File: config.mk
export PLATFORM = sky130hd
export DESIGN_NAME = fetch_unit
export DESIGN_NICKNAME = d
export VERILOG_FILES = /design/src/rtl/riscv_pkg.sv /design/src/rtl/pc_next_sel.sv /design/src/rtl/fetch_unit.sv
export SDC_FILE = /design/constraint.sdc
export NUM_CORES = 1
export LEC_CHECK = 0
export CAP_MARGIN = 20
export CORE_UTILIZATION = 25
export CTS_CLUSTER_DIAMETER = 60
export DETAILED_ROUTE_END_ITERATION = 10
export GPL_TIMING_DRIVEN = 0
export PLACE_DENSITY = 0.51
export SLEW_MARGIN = 20
export SYNTH_ARGS = -nofsm -noshare
export SYNTH_HDL_FRONTEND = slang
export SYNTH_SLANG_ARGS = --single-unit
File: constraint.sdc
create_clock -name clk -period 1.8 [get_ports clk]
set_clock_uncertainty 0.05 [all_clocks]
set_input_delay 0.18 -clock clk [delete_from_list [all_inputs] [get_ports clk]]
set_output_delay 0.18 -clock clk [all_outputs]
set_load 0.005 [all_outputs]
File: src/rtl/riscv_pkg.sv
// Shared RISC-V core definitions: data width, NOP encoding,
// fetch step and the fetch FSM state type.
package riscv_pkg;

    localparam int XLEN = 32;

    localparam logic [XLEN-1:0] INSTR_NOP     = 32'h0000_0013;
    localparam logic [XLEN-1:0] PC_STEP       = 32'd4;
    localparam logic [XLEN-1:0] PC_ALIGN_MASK = 32'hFFFF_FFFC;

    typedef enum logic [1:0] {
        BOOT,
        REQ,
        HOLD,
        DISCARD
    } fetch_state_t;

    function automatic logic [XLEN-1:0] align_pc(
        input logic [XLEN-1:0] addr
    );
        return addr & PC_ALIGN_MASK;
    endfunction

endpackage

File: src/rtl/pc_next_sel.sv
// Next-PC select: sequential step or word-aligned redirect target.
// Purely combinational; the fetch FSM decides when to load it.
module pc_next_sel
    import riscv_pkg::*;
(
    input  logic [XLEN-1:0] pc,
    input  logic            redirect_valid,
    input  logic [XLEN-1:0] redirect_pc,
    output logic [XLEN-1:0] next_pc
);

    always_comb begin
        next_pc = pc + PC_STEP;
        if (redirect_valid) begin
            next_pc = align_pc(redirect_pc);
        end
    end

endmodule

File: src/rtl/fetch_unit.sv
// Instruction fetch stage: one outstanding imem request, redirect handling.
// Optional FETCH_PERF_CNT_EN adds the fetch_count handshake counter port.
module fetch_unit
    import riscv_pkg::*;
#(
    parameter logic [XLEN-1:0] RESET_PC = 32'h0000_0000
) (
    input  logic            clk,
    input  logic            rst_n,
    input  logic            redirect_valid,
    input  logic [XLEN-1:0] redirect_pc,
    output logic            imem_req,
    output logic [XLEN-1:0] imem_addr,
    input  logic            imem_ack,
    input  logic [XLEN-1:0] imem_rdata,
    output logic            id_valid,
    input  logic            id_ready,
    output logic [XLEN-1:0] id_pc,
    output logic [XLEN-1:0] id_instr
`ifdef FETCH_PERF_CNT_EN
    ,
    output logic [31:0]     fetch_count
`endif
);

    fetch_state_t    state;
    fetch_state_t    state_nxt;
    logic [XLEN-1:0] pc;
    logic [XLEN-1:0] next_pc;
    logic            handshake;
    logic            slot_free;
    logic            pc_load;
    logic            id_load;
    logic            id_clear;

    assign handshake = id_valid && id_ready;
    assign slot_free = !id_valid || id_ready;
    assign imem_addr = pc;

    pc_next_sel u_pc_next_sel (
        .pc             (pc),
        .redirect_valid (redirect_valid),
        .redirect_pc    (redirect_pc),
        .next_pc        (next_pc)
    );

    always_comb begin
        state_nxt = state;
        imem_req  = 1'b0;
        pc_load   = 1'b0;
        id_load   = 1'b0;
        id_clear  = handshake;
        unique case (state)
            BOOT: begin
                state_nxt = REQ;
            end
            REQ: begin
                // Never issue while the decode slot is still occupied,
                // so a returning word can always be latched.
                imem_req = slot_free;
                if (redirect_valid) begin
                    pc_load  = 1'b1;
                    id_clear = 1'b1;
                    if (slot_free && !imem_ack) begin
                        state_nxt = DISCARD;
                    end else begin
                        state_nxt = REQ;
                    end
                end else if (slot_free && imem_ack) begin
                    pc_load   = 1'b1;
                    id_load   = 1'b1;
                    state_nxt = id_ready ? REQ : HOLD;
                end else if (!slot_free) begin
                    state_nxt = HOLD;
                end
            end
            HOLD: begin
                if (redirect_valid) begin
                    pc_load   = 1'b1;
                    id_clear  = 1'b1;
                    state_nxt = REQ;
                end else if (handshake) begin
                    state_nxt = REQ;
                end
            end
            DISCARD: begin
                pc_load = redirect_valid;
                if (imem_ack) begin
                    state_nxt = REQ;
                end
            end
            default: begin
                state_nxt = BOOT;
            end
        endcase
    end

    always_ff @(posedge clk or negedge rst_n) begin
        if (!rst_n) begin
            state    <= BOOT;
            pc       <= RESET_PC;
            id_valid <= 1'b0;
            id_pc    <= '0;
            id_instr <= INSTR_NOP;
        end else begin
            state <= state_nxt;
            if (pc_load) begin
                pc <= next_pc;
            end
            if (id_load) begin
                id_valid <= 1'b1;
                id_pc    <= pc;
                id_instr <= imem_rdata;
            end else if (id_clear) begin
                id_valid <= 1'b0;
            end
        end
    end

`ifdef FETCH_PERF_CNT_EN
    always_ff @(posedge clk or negedge rst_n) begin
        if (!rst_n) begin
            fetch_count <= '0;
        end else if (handshake) begin
            fetch_count <= fetch_count + 32'd1;
        end
    end
`endif

endmodule

==> results of run 1 <==
[flip-flops by register name, indices dropped and copies added, names as in the netlist]
| signal | count |
|---|---|
| id_instr | 32 |
| id_pc | 30 |
| id_valid | 1 |
| imem_addr | 30 |
| state | 2 |
[per-stage QoR]
| stage | setup slack (ns) | TNS (ns) | hold slack (ns) |
|---|---|---|---|
| detailed placement | -0.4581 | -27.32 | 0.1006 |
| floorplan | 0.006815 | 0 | -0.1656 |
| global placement | -3.380 | -342.44 | 0.4206 |
| global route | -0.1642 | -5.674 | 0.3323 |
| finish | -0.06528 | -1.256 | 0.2804 |
| CTS | -0.08047 | -0.8492 | 0.3030 |
[path summary, 6_finish.rpt]
kind	slack [ns]	endpoint	cells past startpoint	startpoint
hold reg to reg	0.44	id_pc[30]	1	id_pc[30]
min in group clk	0.39	imem_addr[28]	3	redirect_pc[28]
max in group asynchronous	0.80	id_instr[11]	3	rst_n
setup / recovery	-0.07	id_pc[13]	8	state[1]
setup reg to reg	-0.07	id_pc[13]	8	state[1]
hold / removal	0.28	id_instr[31]	2	rst_n
[synthesized netlist by cell type, types with 3 or more instances]
library cell / n / area [sq um]
mux2_2: 55 / 619.3
o21ai_0: 13 / 65.06
o22ai_1: 13 / 81.33
a22oi_1: 7 / 52.55
inv_1: 8 / 30.03
o2bb2ai_1: 3 / 26.28
o21ai_1: 15 / 75.07
nand2_1: 16 / 60.06
nand3_1: 12 / 60.06
buf_2: 9 / 45.04
dfrtp_1: 92 / 2302
a21oi_1: 32 / 160.2
buf_4: 5 / 37.54
buf_6: 8 / 90.09
mux2i_1: 13 / 130.1
ha_1: 5 / 62.56
nand4_1: 10 / 62.56
nor4_1: 4 / 25.02
nor2_1: 20 / 75.07
nor3_1: 9 / 45.04
dfstp_2: 3 / 78.83
and3_1: 6 / 37.54
clkbuf_1: 5 / 18.77
and4_1: 5 / 43.79
mux2_1: 5 / 56.30
[where the power goes]
group | internal (mW) | switching [mW] | total (mW)
clock network | 1.11 | 0.860 | 1.97
logic | 4.09 | 2.41 | 6.50
registers | 3.24 | 0.960 | 4.20
total | 8.44 | 4.23 | 12.7
[metal layers]
layer | global-route usage | up-vias | wire, um
met2 | 0.2489 | 157 | 7329
met1 | 0.1944 | 2048 | 6404
met3 | 0.03984 | 17 | 1026
li1 | - | 1937 | -
met5 | 0 | - | 0
met4 | 0.06643 | 0 | 177
[kinds of logic (layout without fill, tap and decap cells)]
logic type | Yosys count | after routing | share of synthesized area
buffers and inverters | 40 | 261 | 0.05306
AND/OR/NAND/NOR | 97 | 97 | 0.1213
flip-flops | 95 | 95 | 0.5152
other | 1 | 4 | 0.0008113
multiplexers | 73 | 73 | 0.1743
adder cells (fa/ha/maj) | 5 | 5 | 0.01354
AO/OA/AOI/OAI | 95 | 95 | 0.1218
[area by class of cell]
cell class              count  area (sq um)  share of cell area
repair buffers            206          2106              0.2755
multi-input cells         274          2211              0.2892
plain buffers              31         322.8             0.04223
clock inverters             3         43.79            0.005729
inverters                   9         33.78            0.004420
flip-flops and latches     95          2394              0.3131
well taps                 229         286.5             0.03749
clock buffers              12         246.5             0.03225
[placed cells by master (no fill, tap or decap), types with 12 or more instances in the layout]
| cell | n |
|---|---|
| mux2_2 | 55 |
| o22ai_1 | 12 |
| o21ai_1 | 18 |
| nor2_1 | 19 |
| buf_6 | 15 |
| clkdlybuf4s50_1 | 157 |
| mux2i_1 | 13 |
| nand2_1 | 15 |
| buf_4 | 37 |
| dfrtp_1 | 82 |
| a21oi_1 | 30 |
[critical path, delay by kind of cell, from the launching register on]
| kind | cells | cell delay [ns] |
|---|---|---|
| mux | 1 | 0.26 |
| buf+inv | 4 | 0.54 |
| simple gates | 2 | 0.26 |
| fa+ha+maj | 1 | 0.19 |
| flops | 1 | 0.43 |
[timing repair]
item,4_1_cts,5_1_grt
pin swaps,8,20
hold buffers,1,0
endpoints found under the hold margin,43,0
cloned,2,3
endpoints found under the setup margin,88,91
gates resized for setup,45,65
setup buffers,20,19
==> reports/metrics.yaml, run 1 <==
root_buffer: "clkbuf_16"
layout_min_cycle_time_ns: 1.865
fmax_mhz: 536.1
io_pins: 167
grt_pass1_vias: 4088
dieArea_sq_um: 19040
async_flop_share: 1.000
fin_crit_sh: 1.036
critPathLaunchType: "register"
final_antenna_net_count: 0
fillers: 1734
crit_chain: "inv_2 -> ha_4 -> and2_4 -> nand3_4 -> buf_12 -> buf_12 -> buf_12 -> mux2_2"
finalPower_mw: 12.67
synthToLayoutAreaGrowth_pct: 65.38
grt_antenna_before_repair: 1
arrival_ns: 2.05
nNetsFinal: 700
total_leakage_power_nw: 3.209
p_per_area_nw_per_um2: 1658
cts_made_buffers: 9
crit_required_ns: 1.98
initial_core_util: 0.2564
die_w_um: 138.0
clk_pin_slew_ns: 0.07
final_util: 0.4241
violations: "negative setup slack"
vias: 4159
numClockSinks: 95
final_area_sq_um: 7644
worstMarginPinSlew_ns: 0.6117
finalWorstSetupSlack_ns: -0.06528
setup_violations: 24
status: "finished with violations"
grt_use_total: 0.1544
postSynthAreaPerCell_sq_um: 11.38
relSlewSlack: 0.5922
max_stage_delay_ns: 0.43
drt_iter0_markers: 187
cts_htree_levels: 3
cts_tree: "yes"
hold_viol_final: 0
io_buffers: 160
wire_per_inst_um: 17.39
layout-drive-gt1-share: 0.3159
synth_cell_types: 51
core_area_sq_um: 18020
slew_viol_final: 0
vdd_drop_max_mv: 0.6063
diodes: 0
yosysWarnings: 0
dpl.hpwl_um: 9965
path_class: "reg -> reg"
cp_slowest_cell: "dfrtp_1"
instances_no_fill: 859
postPlaceCellArea_sq_um: 6550
rsz0062_at_grt: "yes"
first_pass_iters: 4
cpMostUsedCell: "buf_12"
synth_ff_type: "dfrtp_1"
synth_seq_cells: 95
clock_path_buffers: 2
clock_latency_ns: 0.35
rows: 49
overflow: 0
via_per_inst: 4.842
place_congestion: 0.7745
hold_path_class: "in -> async"
netlist_area_sq_um: 4622
grt_pass1_wl_um: 22260
worstSetupEndpointType: "register"
wl_um: 14940
yosysSeqAreaShare: 0.5152
grt_max_degree: 50
critPathMaxFanout: 7
drv_cap: 0
syn_inst: 406
dp_cells: 799
drc: 0
synth_edf_count: 0
die_y_um: 138.0
Power figures use the tool's default switching activity.
==> inputs of run 2 (changes only) <==
CORE_ASPECT_RATIO = 1.1   (was default)
SKIP_CTS_REPAIR_TIMING = 1   (was default)
==> run 2 against run 1 <==
Against the previous run:
- the run still ends with negative setup slack left
- fmax shrank 0.80%
- final cell count stayed put
- critical path depth is the same
- clock power grew 6%
- utilization shrank 0.12 points
- worst setup slack worse by 0.015 ns
- power is 0.79% higher
- sequential share of layout area up 0.22 points
- first-iteration DRC count down 10%
- cell area is 0.80% lower
==> reports/metrics.yaml, run 2 (same netlist as run 1, synthesis figures left out) <==
critical-path-top-delay-family: "simple AND/OR/NAND/NOR gates"
drc: 0
critPathMaxFanout: 7
regToRegStartpoint: "state[1]"
final_util: 0.4229
finalWorstSetupSlack_ns: -0.08030
fillers: 1696
setup_violations: 39
core_area_sq_um: 17930
drv_cap: 0
grt_max_degree: 65
grt_pass1_vias: 3932
cts_htree_levels: 3
layout-drive-gt1-share: 0.3172
critPathLaunchType: "register"
die_w_um: 131.6
path_class: "reg -> reg"
drt_iter0_markers: 168
clk_pin_slew_ns: 0.07
nNetsFinal: 691
dieArea_sq_um: 19040
grt_antenna_before_repair: 0
largest_reg_flops: 32
diodes: 0
wl_met1_um: 6098
worstMarginPinSlew_ns: 0.6083
crit_chain: "buf_4 -> ha_4 -> nor3_4 -> nor3_4 -> buf_4 -> or3_1 -> o21ai_1 -> a21oi_1"
layout_min_cycle_time_ns: 1.880
slew_viol_final: 0
finalSetupTns_ns: -1.446
relSlewSlack: 0.5945
dpl.hpwl_um: 9922
hold_path_class: "in -> async"
cts_made_buffers: 9
overflow: 0
wl_met2_um: 7217
largest-register: "id_instr"
max_stage_delay_ns: 0.41
io_pins: 167
pre_cts_ws_ns: -0.4811
wire_per_inst_um: 16.79
cp_slowest_cell: "dfrtp_1"
ff2ff_path_depth: 8
vias: 4113
hold_viol_final: 0
p_per_area_nw_per_um2: 1685
numClockSinks: 95
top_layer: "met4"
path_buf_inv: 2
root_buffer: "clkbuf_16"
io_buffers: 160
final_antenna_net_count: 0
finalPower_mw: 12.77
grt_use_total: 0.1457
worstSetupEndpointType: "register"
die_y_um: 144.6
arrival_ns: 2.04
vdd_drop_max_mv: 0.6905
synthToLayoutAreaGrowth_pct: 64.05
rsz0062_at_grt: "yes"
clock_path_buffers: 2
worst_r2r_endpoint: "imem_addr[28]"
initial_core_util: 0.2578
final_cell_mix: "clkdlybuf4s50_1 (158), dfrtp_1 (84), mux2_2 (55), buf_4 (32), a21oi_1 (29)"
status: "finished with violations"
reg2reg_slack_ns: -0.08
wl_met3_um: 819
fmax_mhz: 531.8
clock_latency_ns: 0.35
place_congestion: 0.8028
via_per_inst: 4.788
fin_crit_sh: 1.045
violations: "negative setup slack"
grt_pass1_wl_um: 21260
first_pass_iters: 5
rows: 51
crit_required_ns: 1.96
total_leakage_power_nw: 3.155
cts_tree: "yes"
final_common_cell: "clkdlybuf4s50_1"
wl_um: 14420
[run 2: cell count changes in the layout (fill, tap and decap cells not counted), sizes merged]
cell / change
buf: -6
bufinv: +1
clkbuf: -4
clkdlybuf4s50: +1
clkinv: -2
clkinvlp: +1
[run 2: through the flow]
step                      hold WS, ns  instances  area (sq um)
final                          0.2343        859          7582
after CTS                     -0.3407        823          6875
after global routing           0.2642        859          7582
after global placement         0.4204        807          6533
after detailed placement      0.03951        808          6561
after floorplan               -0.1656        409          4633
[run 2: metal layers]
| metal | vias up | GRT usage |
|---|---|---|
| li1 | 1906 | - |
| met1 | 2062 | 0.1756 |
| met2 | 127 | 0.2448 |
| met3 | 18 | 0.03856 |
| met4 | 0 | 0.06487 |
| met5 | - | 0 |
[run 2: worst max path at each step]
| stage | from | to | cells past startpoint |
|---|---|---|---|
| after floorplan | imem_addr[2] | imem_addr[24] | 7 |
| after CTS | imem_addr[2] | imem_addr[24] | 7 |
| final | state[1] | imem_addr[28] | 8 |
| after global routing | state[1] | imem_addr[28] | 8 |
| after global placement | rst_n | id_instr[24] | 1 |
| after detailed placement | imem_addr[2] | imem_addr[24] | 7 |
[run 2: area by class of cell]
cell class	instances	area (sq um)	area share
Sequential cell	95	2391	0.3153
Multi-Input combinational cell	274	2236	0.2949
Timing Repair Buffer	199	2017	0.2660
Tap cell	238	297.8	0.03927
Buffer	29	292.8	0.03861
Clock buffer	12	246.5	0.03251
Clock inverter	3	67.56	0.008911
Inverter	9	33.78	0.004455
[run 2: where the power goes]
part | internal (mW) | switching, mW
clock network | 1.25 | 0.837
logic | 4.04 | 2.44
registers | 3.24 | 0.971
